==> src/rtl/cdc_hs_tx_if.sv <==
// cdc_hs_tx_if: handshake bundle for the source side of a 4-phase req/ack crossing.
//   in_valid/in_data/in_ready : local-domain valid/ready word transfer
//   req/tx_data               : request and held word toward the remote domain
//   ack                       : asynchronous acknowledge from the remote domain
//   busy/done                 : transfer-in-progress flag and completion pulse
//   err                       : wait-timeout pulse (only with CDC_HS_TX_TIMEOUT_EN)
// master = the cdc_hs_tx block, slave = local source plus remote endpoint.
interface cdc_hs_tx_if #(
  parameter int N = 8
);
  logic         in_valid;
  logic [N-1:0] in_data;
  logic         in_ready;
  logic         req;
  logic [N-1:0] tx_data;
  logic         ack;
  logic         busy;
  logic         done;
`ifdef CDC_HS_TX_TIMEOUT_EN
  logic         err;
`endif

  modport master (
    input  in_valid, in_data, ack,
    output in_ready, req, tx_data, busy, done
`ifdef CDC_HS_TX_TIMEOUT_EN
    , output err
`endif
  );

  modport slave (
    output in_valid, in_data, ack,
    input  in_ready, req, tx_data, busy, done
`ifdef CDC_HS_TX_TIMEOUT_EN
    , input err
`endif
  );
endinterface

==> src/rtl/cdc_hs_tx.sv <==
// cdc_hs_tx: source-side endpoint of a 4-phase req/ack clock-domain crossing.
// A word accepted over valid/ready is held on tx_data while req is high; ack is
// synchronized locally and req is lowered only after ack is seen high, with the
// block returning to idle only after ack is seen low again.
// Ports:
//   clk      : clock, all logic on posedge
//   reset_n  : asynchronous active-low reset
//   bus      : cdc_hs_tx_if.master (in_valid, in_data, in_ready, req, tx_data,
//              ack, busy, done, and err when the timeout option is built)
// Parameters: N (word width), SYNC_STAGES (ack synchronizer depth, 2..4),
//             TIMEOUT (max cycles waiting on an ack edge, 1..65535).
// Build option: define CDC_HS_TX_TIMEOUT_EN to add the wait counter and err.
//
// state   | meaning
// IDLE    | no transfer; accepts a word when ack_s is low
// REQ     | req high, tx_data held, waiting for ack_s high
// RELEASE | req low, tx_data held, waiting for ack_s low
module cdc_hs_tx #(
  parameter int N           = 8,
  parameter int SYNC_STAGES = 2,
  parameter int TIMEOUT     = 1023
) (
  input  logic         clk,
  input  logic         reset_n,
  cdc_hs_tx_if.master  bus
);

  if (SYNC_STAGES < 2 || SYNC_STAGES > 4) begin : g_bad_sync
    $error("cdc_hs_tx: SYNC_STAGES must be 2..4");
  end
  if (TIMEOUT < 1 || TIMEOUT > 65535) begin : g_bad_timeout
    $error("cdc_hs_tx: TIMEOUT must be 1..65535");
  end

  typedef enum logic [1:0] {
    IDLE    = 2'd0,
    REQ     = 2'd1,
    RELEASE = 2'd2
  } state_t;

  state_t                 state, state_nxt;
  logic [SYNC_STAGES-1:0] ack_sync;
  logic                   ack_s;
  logic                   in_ready;
  logic                   req_q, req_nxt;
  logic [N-1:0]           tx_data_q, tx_data_nxt;
  logic                   done_q, done_nxt;

`ifdef CDC_HS_TX_TIMEOUT_EN
  logic [15:0]            wait_cnt, wait_cnt_nxt;
  logic                   err_q, err_nxt;
  logic                   timeout_hit;

  assign timeout_hit = (wait_cnt == 16'(TIMEOUT - 1));
`endif

  always_ff @(posedge clk or negedge reset_n) begin
    if (!reset_n) begin
      ack_sync <= '0;
    end else begin
      ack_sync <= {ack_sync[SYNC_STAGES-2:0], bus.ack};
    end
  end

  assign ack_s    = ack_sync[SYNC_STAGES-1];
  // A late ack from the previous transfer (or a remote leaving reset with ack
  // high) must drain before a new word may be taken.
  assign in_ready = (state == IDLE) && !ack_s;

  always_ff @(posedge clk or negedge reset_n) begin
    if (!reset_n) begin
      state     <= IDLE;
      req_q     <= 1'b0;
      tx_data_q <= '0;
      done_q    <= 1'b0;
`ifdef CDC_HS_TX_TIMEOUT_EN
      wait_cnt  <= '0;
      err_q     <= 1'b0;
`endif
    end else begin
      state     <= state_nxt;
      req_q     <= req_nxt;
      tx_data_q <= tx_data_nxt;
      done_q    <= done_nxt;
`ifdef CDC_HS_TX_TIMEOUT_EN
      wait_cnt  <= wait_cnt_nxt;
      err_q     <= err_nxt;
`endif
    end
  end

  always_comb begin
    state_nxt   = state;
    req_nxt     = req_q;
    tx_data_nxt = tx_data_q;
    done_nxt    = 1'b0;
`ifdef CDC_HS_TX_TIMEOUT_EN
    err_nxt     = 1'b0;
`endif
    case (state)
      IDLE: begin
        if (bus.in_valid && in_ready) begin
          tx_data_nxt = bus.in_data;
          req_nxt     = 1'b1;
          state_nxt   = REQ;
        end
      end
      REQ: begin
        if (ack_s) begin
          req_nxt   = 1'b0;
          state_nxt = RELEASE;
        end
`ifdef CDC_HS_TX_TIMEOUT_EN
        else if (timeout_hit) begin
          req_nxt   = 1'b0;
          state_nxt = IDLE;
          err_nxt   = 1'b1;
        end
`endif
      end
      RELEASE: begin
        if (!ack_s) begin
          state_nxt = IDLE;
          done_nxt  = 1'b1;
        end
`ifdef CDC_HS_TX_TIMEOUT_EN
        else if (timeout_hit) begin
          state_nxt = IDLE;
          err_nxt   = 1'b1;
        end
`endif
      end
      default: begin
        state_nxt = IDLE;
        req_nxt   = 1'b0;
      end
    endcase
`ifdef CDC_HS_TX_TIMEOUT_EN
    // Restart the wait on every state change; count only while waiting on ack.
    if (state_nxt != state || state == IDLE) begin
      wait_cnt_nxt = '0;
    end else begin
      wait_cnt_nxt = wait_cnt + 16'd1;
    end
`endif
  end

  assign bus.in_ready = in_ready;
  assign bus.req      = req_q;
  assign bus.tx_data  = tx_data_q;
  assign bus.busy     = (state != IDLE);
  assign bus.done     = done_q;
`ifdef CDC_HS_TX_TIMEOUT_EN
  assign bus.err      = err_q;
`endif

endmodule

==> src/flat_wrapper.sv <==
// flat-port wrapper written by rule: the top's interface ports become plain ports
module cdc_hs_tx_flat 
#(
  parameter int N           = 8,
  parameter int SYNC_STAGES = 2,
  parameter int TIMEOUT     = 1023
)
  (clk, reset_n, bus_in_valid, bus_in_data, bus_ack, bus_in_ready, bus_req, bus_tx_data, bus_busy, bus_done);
  cdc_hs_tx_if #(.N(N)) bus_i ();
  input  logic clk;
  input  logic reset_n;
  input wire logic [$bits(bus_i.in_valid)-1:0] bus_in_valid;
  input wire logic [$bits(bus_i.in_data)-1:0] bus_in_data;
  input wire logic [$bits(bus_i.ack)-1:0] bus_ack;
  output wire logic [$bits(bus_i.in_ready)-1:0] bus_in_ready;
  output wire logic [$bits(bus_i.req)-1:0] bus_req;
  output wire logic [$bits(bus_i.tx_data)-1:0] bus_tx_data;
  output wire logic [$bits(bus_i.busy)-1:0] bus_busy;
  output wire logic [$bits(bus_i.done)-1:0] bus_done;
  assign bus_i.in_valid = bus_in_valid;
  assign bus_i.in_data = bus_in_data;
  assign bus_i.ack = bus_ack;
  assign bus_in_ready = bus_i.in_ready;
  assign bus_req = bus_i.req;
  assign bus_tx_data = bus_i.tx_data;
  assign bus_busy = bus_i.busy;
  assign bus_done = bus_i.done;
  cdc_hs_tx #(.N(N), .SYNC_STAGES(SYNC_STAGES), .TIMEOUT(TIMEOUT)) u_core (.clk(clk), .reset_n(reset_n), .bus(bus_i));
endmodule
==> config.mk <==
export PLATFORM = sky130hd
export DESIGN_NAME = cdc_hs_tx_flat
export DESIGN_NICKNAME = d
export VERILOG_FILES = /design/src/rtl/cdc_hs_tx_if.sv /design/src/rtl/cdc_hs_tx.sv /design/src/flat_wrapper.sv
export SDC_FILE = /design/constraint.sdc
export NUM_CORES = 1
export LEC_CHECK = 0
export BUFFER_PORTS_ARGS = -buffer_cell sky130_fd_sc_hd__buf_2
export CORE_AREA = 2 2 39 41
export CTS_CLUSTER_SIZE = 30
export DETAILED_ROUTE_END_ITERATION = 7
export DIE_AREA = 0 0 41 43
export GPL_TIMING_DRIVEN = 0
export PLACE_DENSITY = 0.72
export SKIP_CTS_REPAIR_TIMING = 1
export SYNTH_ARGS = -nofsm -noshare
export SYNTH_HDL_FRONTEND = slang
export SYNTH_SLANG_ARGS = --single-unit
==> constraint.sdc <==
create_clock -name clk -period 3.5 [get_ports clk]
set_input_delay 0.35 -clock clk [delete_from_list [all_inputs] [get_ports clk]]
set_output_delay 0.35 -clock clk [all_outputs]
set_load 0.01 [all_outputs]
==> qor.log <==
[worst_setup_path] Critical Path Source Type register
[yosys] most frequent cell after synthesis dfrtp_1
[worst_setup_path] destination of the worst register-to-register timing path u_core.bus.tx_data[7]
[drt] # DRC 0
[yosys] post-synthesis cell type with the largest combined area dfrtp_1
[yosys] most frequently used flop master after synthesis dfrtp_1
[timing] final hold viol count 0
[hold_path] worst hold path startpoint bus_ack
[final_layout] Final Util 0.525
[yosys] Yosys top cell area share 0.626
[drt] average vias per placed instance 4.49
[die] Die H 43 µm
[clock_tree] clk_lat worst skew 0.27 ns
[final_layout] footprint of the multi-input gates 190 µm²
[clock_tree] cell at the root of the clock tree clkbuf_4
[worst_setup_path] delay of the slowest critical-path stage 0.45 ns
[clock_tree] maximum buffer depth of the clock tree 2
[final_layout] nets 76
[timing] Post-Route Hold Slack 0.183 ns
[yosys] simple-gate share of the synthesized area 0.0850
[yosys] number of flops mapped to enable cells by yosys 0
[yosys] fraction of the mapped netlist area in compound gates 0.0246
[worst_setup_path] r2r worst-path depth 4
[yosys] XOR/XNOR Fraction of Synth Area 0.0157
[final_layout] area used by sequential logic in the layout 350 µm²
[drt] vias after detailed routing 350
[die] floorplan row count 14
[drt] mean routed wirelength per cell 11.9 µm
[timing] unrepaired setup endpoints after global routing false
[timing] clock period minus worst slack 1.51 ns
[die] Horiz. Die Dim 41 µm
[final_layout] antenna cell count 0
[timing] upper clock frequency limit 661 MHz
[worst_setup_path] required time reported for the critical path endpoint 3.15 ns
[clock_tree] total clock sinks 14
[grt] initial antenna violation count 0
[die] core region area 1380 µm²
[clock_tree] number of H-tree levels 1
[die] num ports 24
[grt] total gr overflow 0
[grt] via count of the first global-routing pass 347
[yosys] commonest cells in the netlist 14 x dfrtp_1, 8 x mux2_4, 2 x inv_1
[final_layout] fraction of layout instances using a drive strength above 1 0.613
[placed_design] I/O Buffers 23
[grt] wire length of the first global-routing pass 1450 µm
[clock_tree] number of buffers added by the clock tree synthesis step 3
[hold_path] count of cells along the worst hold path 1
[timing] final setup skew 0.00513 ns
[run] max_cap viols 0
[yosys] Adder-Cell Fraction of Synth Area 0
[yosys] main combinational cell family by area after synthesis multiplexers
[die] initial cell density of the core 0.404
[final_layout] count of fill cells added during filler insertion 125
[final_layout] area overhead of the layout relative to synthesis 30.0%
[worst_setup_path] Critical Path End Type primary output
[worst_setup_path] standard cell with the maximum stage delay on the critical path dfrtp_1
[drt] drt first-iter violations 0
[hold_path] worst min path class in -> reg
[run_status] run status finished clean
[grt] overall routing resource usage 0.126
[timing] post-route clock period utilization 0.432
[yosys] number of synthesized register bits 14
[final_layout] final standard cell count with taps included and fillers excluded 78
[worst_setup_path] slack of the worst reg-to-reg path 2.10 ns
[timing] number of setup violations in the final report 0
[timing] relative max-transition margin 0.794
[yosys] mean post-synth cell area 16.0 µm²
[pwr] static leakage power 0.382 nW
[placed_design] Final Wtd Congestion 0.690
[pwr] PD cells 595 nW/µm²
[yosys] mux cell area share after synthesis 0.215
[yosys] cells taking the most area after synthesis dfrtp_1 63%, mux2_4 21%, buf_6 2.0%
[yosys] Netlist Area Pre-Place 559 µm²
[clock_tree] register clock-pin slew on the reported worst setup and hold paths 0.07 ns
[clock_tree] clock tree from TritonCTS yes
[drt] first drt pass iteration count 1
[timing] worst-margin pin slew 0.309 ns
[die] Die ar. 1760 µm²
[worst_setup_path] data arrival time of the critical path 1.16 ns
[hold_path] capture endpoint of the worst hold path u_core.ack_sync[0]
[worst_setup_path] Crit Reg-Reg Startpoint u_core.state[1]
[worst_setup_path] list of cells traversed by the critical path or2_2 > buf_2
[worst_setup_path] critical path type reg -> out
[yosys] Post-Syn Instances 35
[grt] largest net degree at the start of global routing 15
[yosys] count of distinct cell types in the synthesized netlist 14
[timing] number of pins with negative max-slew slack in the final report 0
[yosys] total of warnings raised by yosys 0
[timing] total negative slack 0 ns
[yosys] fraction of registers with async set/reset 1.00
[drt] total wire length 929 µm
[yosys] sequential cell area fraction in the yosys report 0.626
[worst_setup_path] biggest fanout along the worst timing path 6
[placed_design] number of placed instances with taps included 74
[yosys] Post-Synthesis Net Count 47
[drt] antenna viol nets, final 0
[pwr] worst-case vdd ir drop 0.258 mV
per-layer routing:
metal	track usage	routed length, µm	vias up
met3	0.0314	54	0
met5	0	0	-
li1	-	-	173
met1	0.168	405	166
met2	0.175	469	11
met4	0.0800	0	0
metrics by stage:
step | area [µm²] | power, mW | setup WS, ns
global placement | 694 | 0.345 | 2.12
finish | 727 | 0.432 | 1.99
detailed placement | 694 | 0.349 | 2.11
global route | 727 | 0.459 | 1.94
floorplan | 559 | 0.296 | 2.07
CTS | 717 | 0.437 | 1.97
critical path, delay by kind of cell, from the launching register on:
family        cells  cell delay (ns)
buf+inv           1             0.14
simple gates      1             0.31
flops             1             0.45
power breakdown:
group          switching (mW)  internal [mW]
sequential             0.0230          0.196
combinational          0.0502         0.0751
clock                  0.0478         0.0398
total                   0.121          0.311
cell families after synthesis:
group / Yosys count
XOR/XNOR: 1
flip-flops: 14
AND/OR/NAND/NOR: 7
buffers and inverters: 3
multiplexers: 8
AO/OA/AOI/OAI: 2
final cells by class:
class                           count  share of cell area
Buffer                              1              0.0155
Clock buffer                        3              0.0310
Inverter                            2              0.0103
Multi-Input combinational cell     18               0.262
Sequential cell                    14               0.482
Tap cell                           16              0.0275
Timing Repair Buffer               24               0.172
state kept, by name (all words and copies together) (netlist names):
signal / count
u_core.bus.req: 1
u_core.state: 2
u_core.bus.tx_data: 8
u_core.ack_sync: 2
u_core.bus.done: 1
layout by cell type, fill, tap and decap left out, drive strengths merged:
cell type and count:
nor2 1, dlygate4sd3 1, nor3 2, and2 2, inv 2, a21oi 1
nor3b 1, buf 24, or2 1, o32ai 1, dfrtp 14, mux2 8
clkbuf 3, xor2 1
worst max path at each step:
| stage | endpoint | slack (ns) | depth (start not counted) | start |
|---|---|---|---|---|
| after floorplan | u_core.bus.tx_data[0] | 2.07 | 4 | u_core.state[1] |
| after global placement | u_core.bus.tx_data[7] | 2.12 | 4 | u_core.state[1] |
| after detailed placement | u_core.bus.tx_data[7] | 2.11 | 4 | u_core.state[0] |
| after CTS | bus_busy | 1.97 | 2 | u_core.state[1] |
| after global routing | bus_busy | 1.94 | 2 | u_core.state[1] |
| final | bus_busy | 1.99 | 2 | u_core.state[1] |
(Power assumes the default switching activity.)
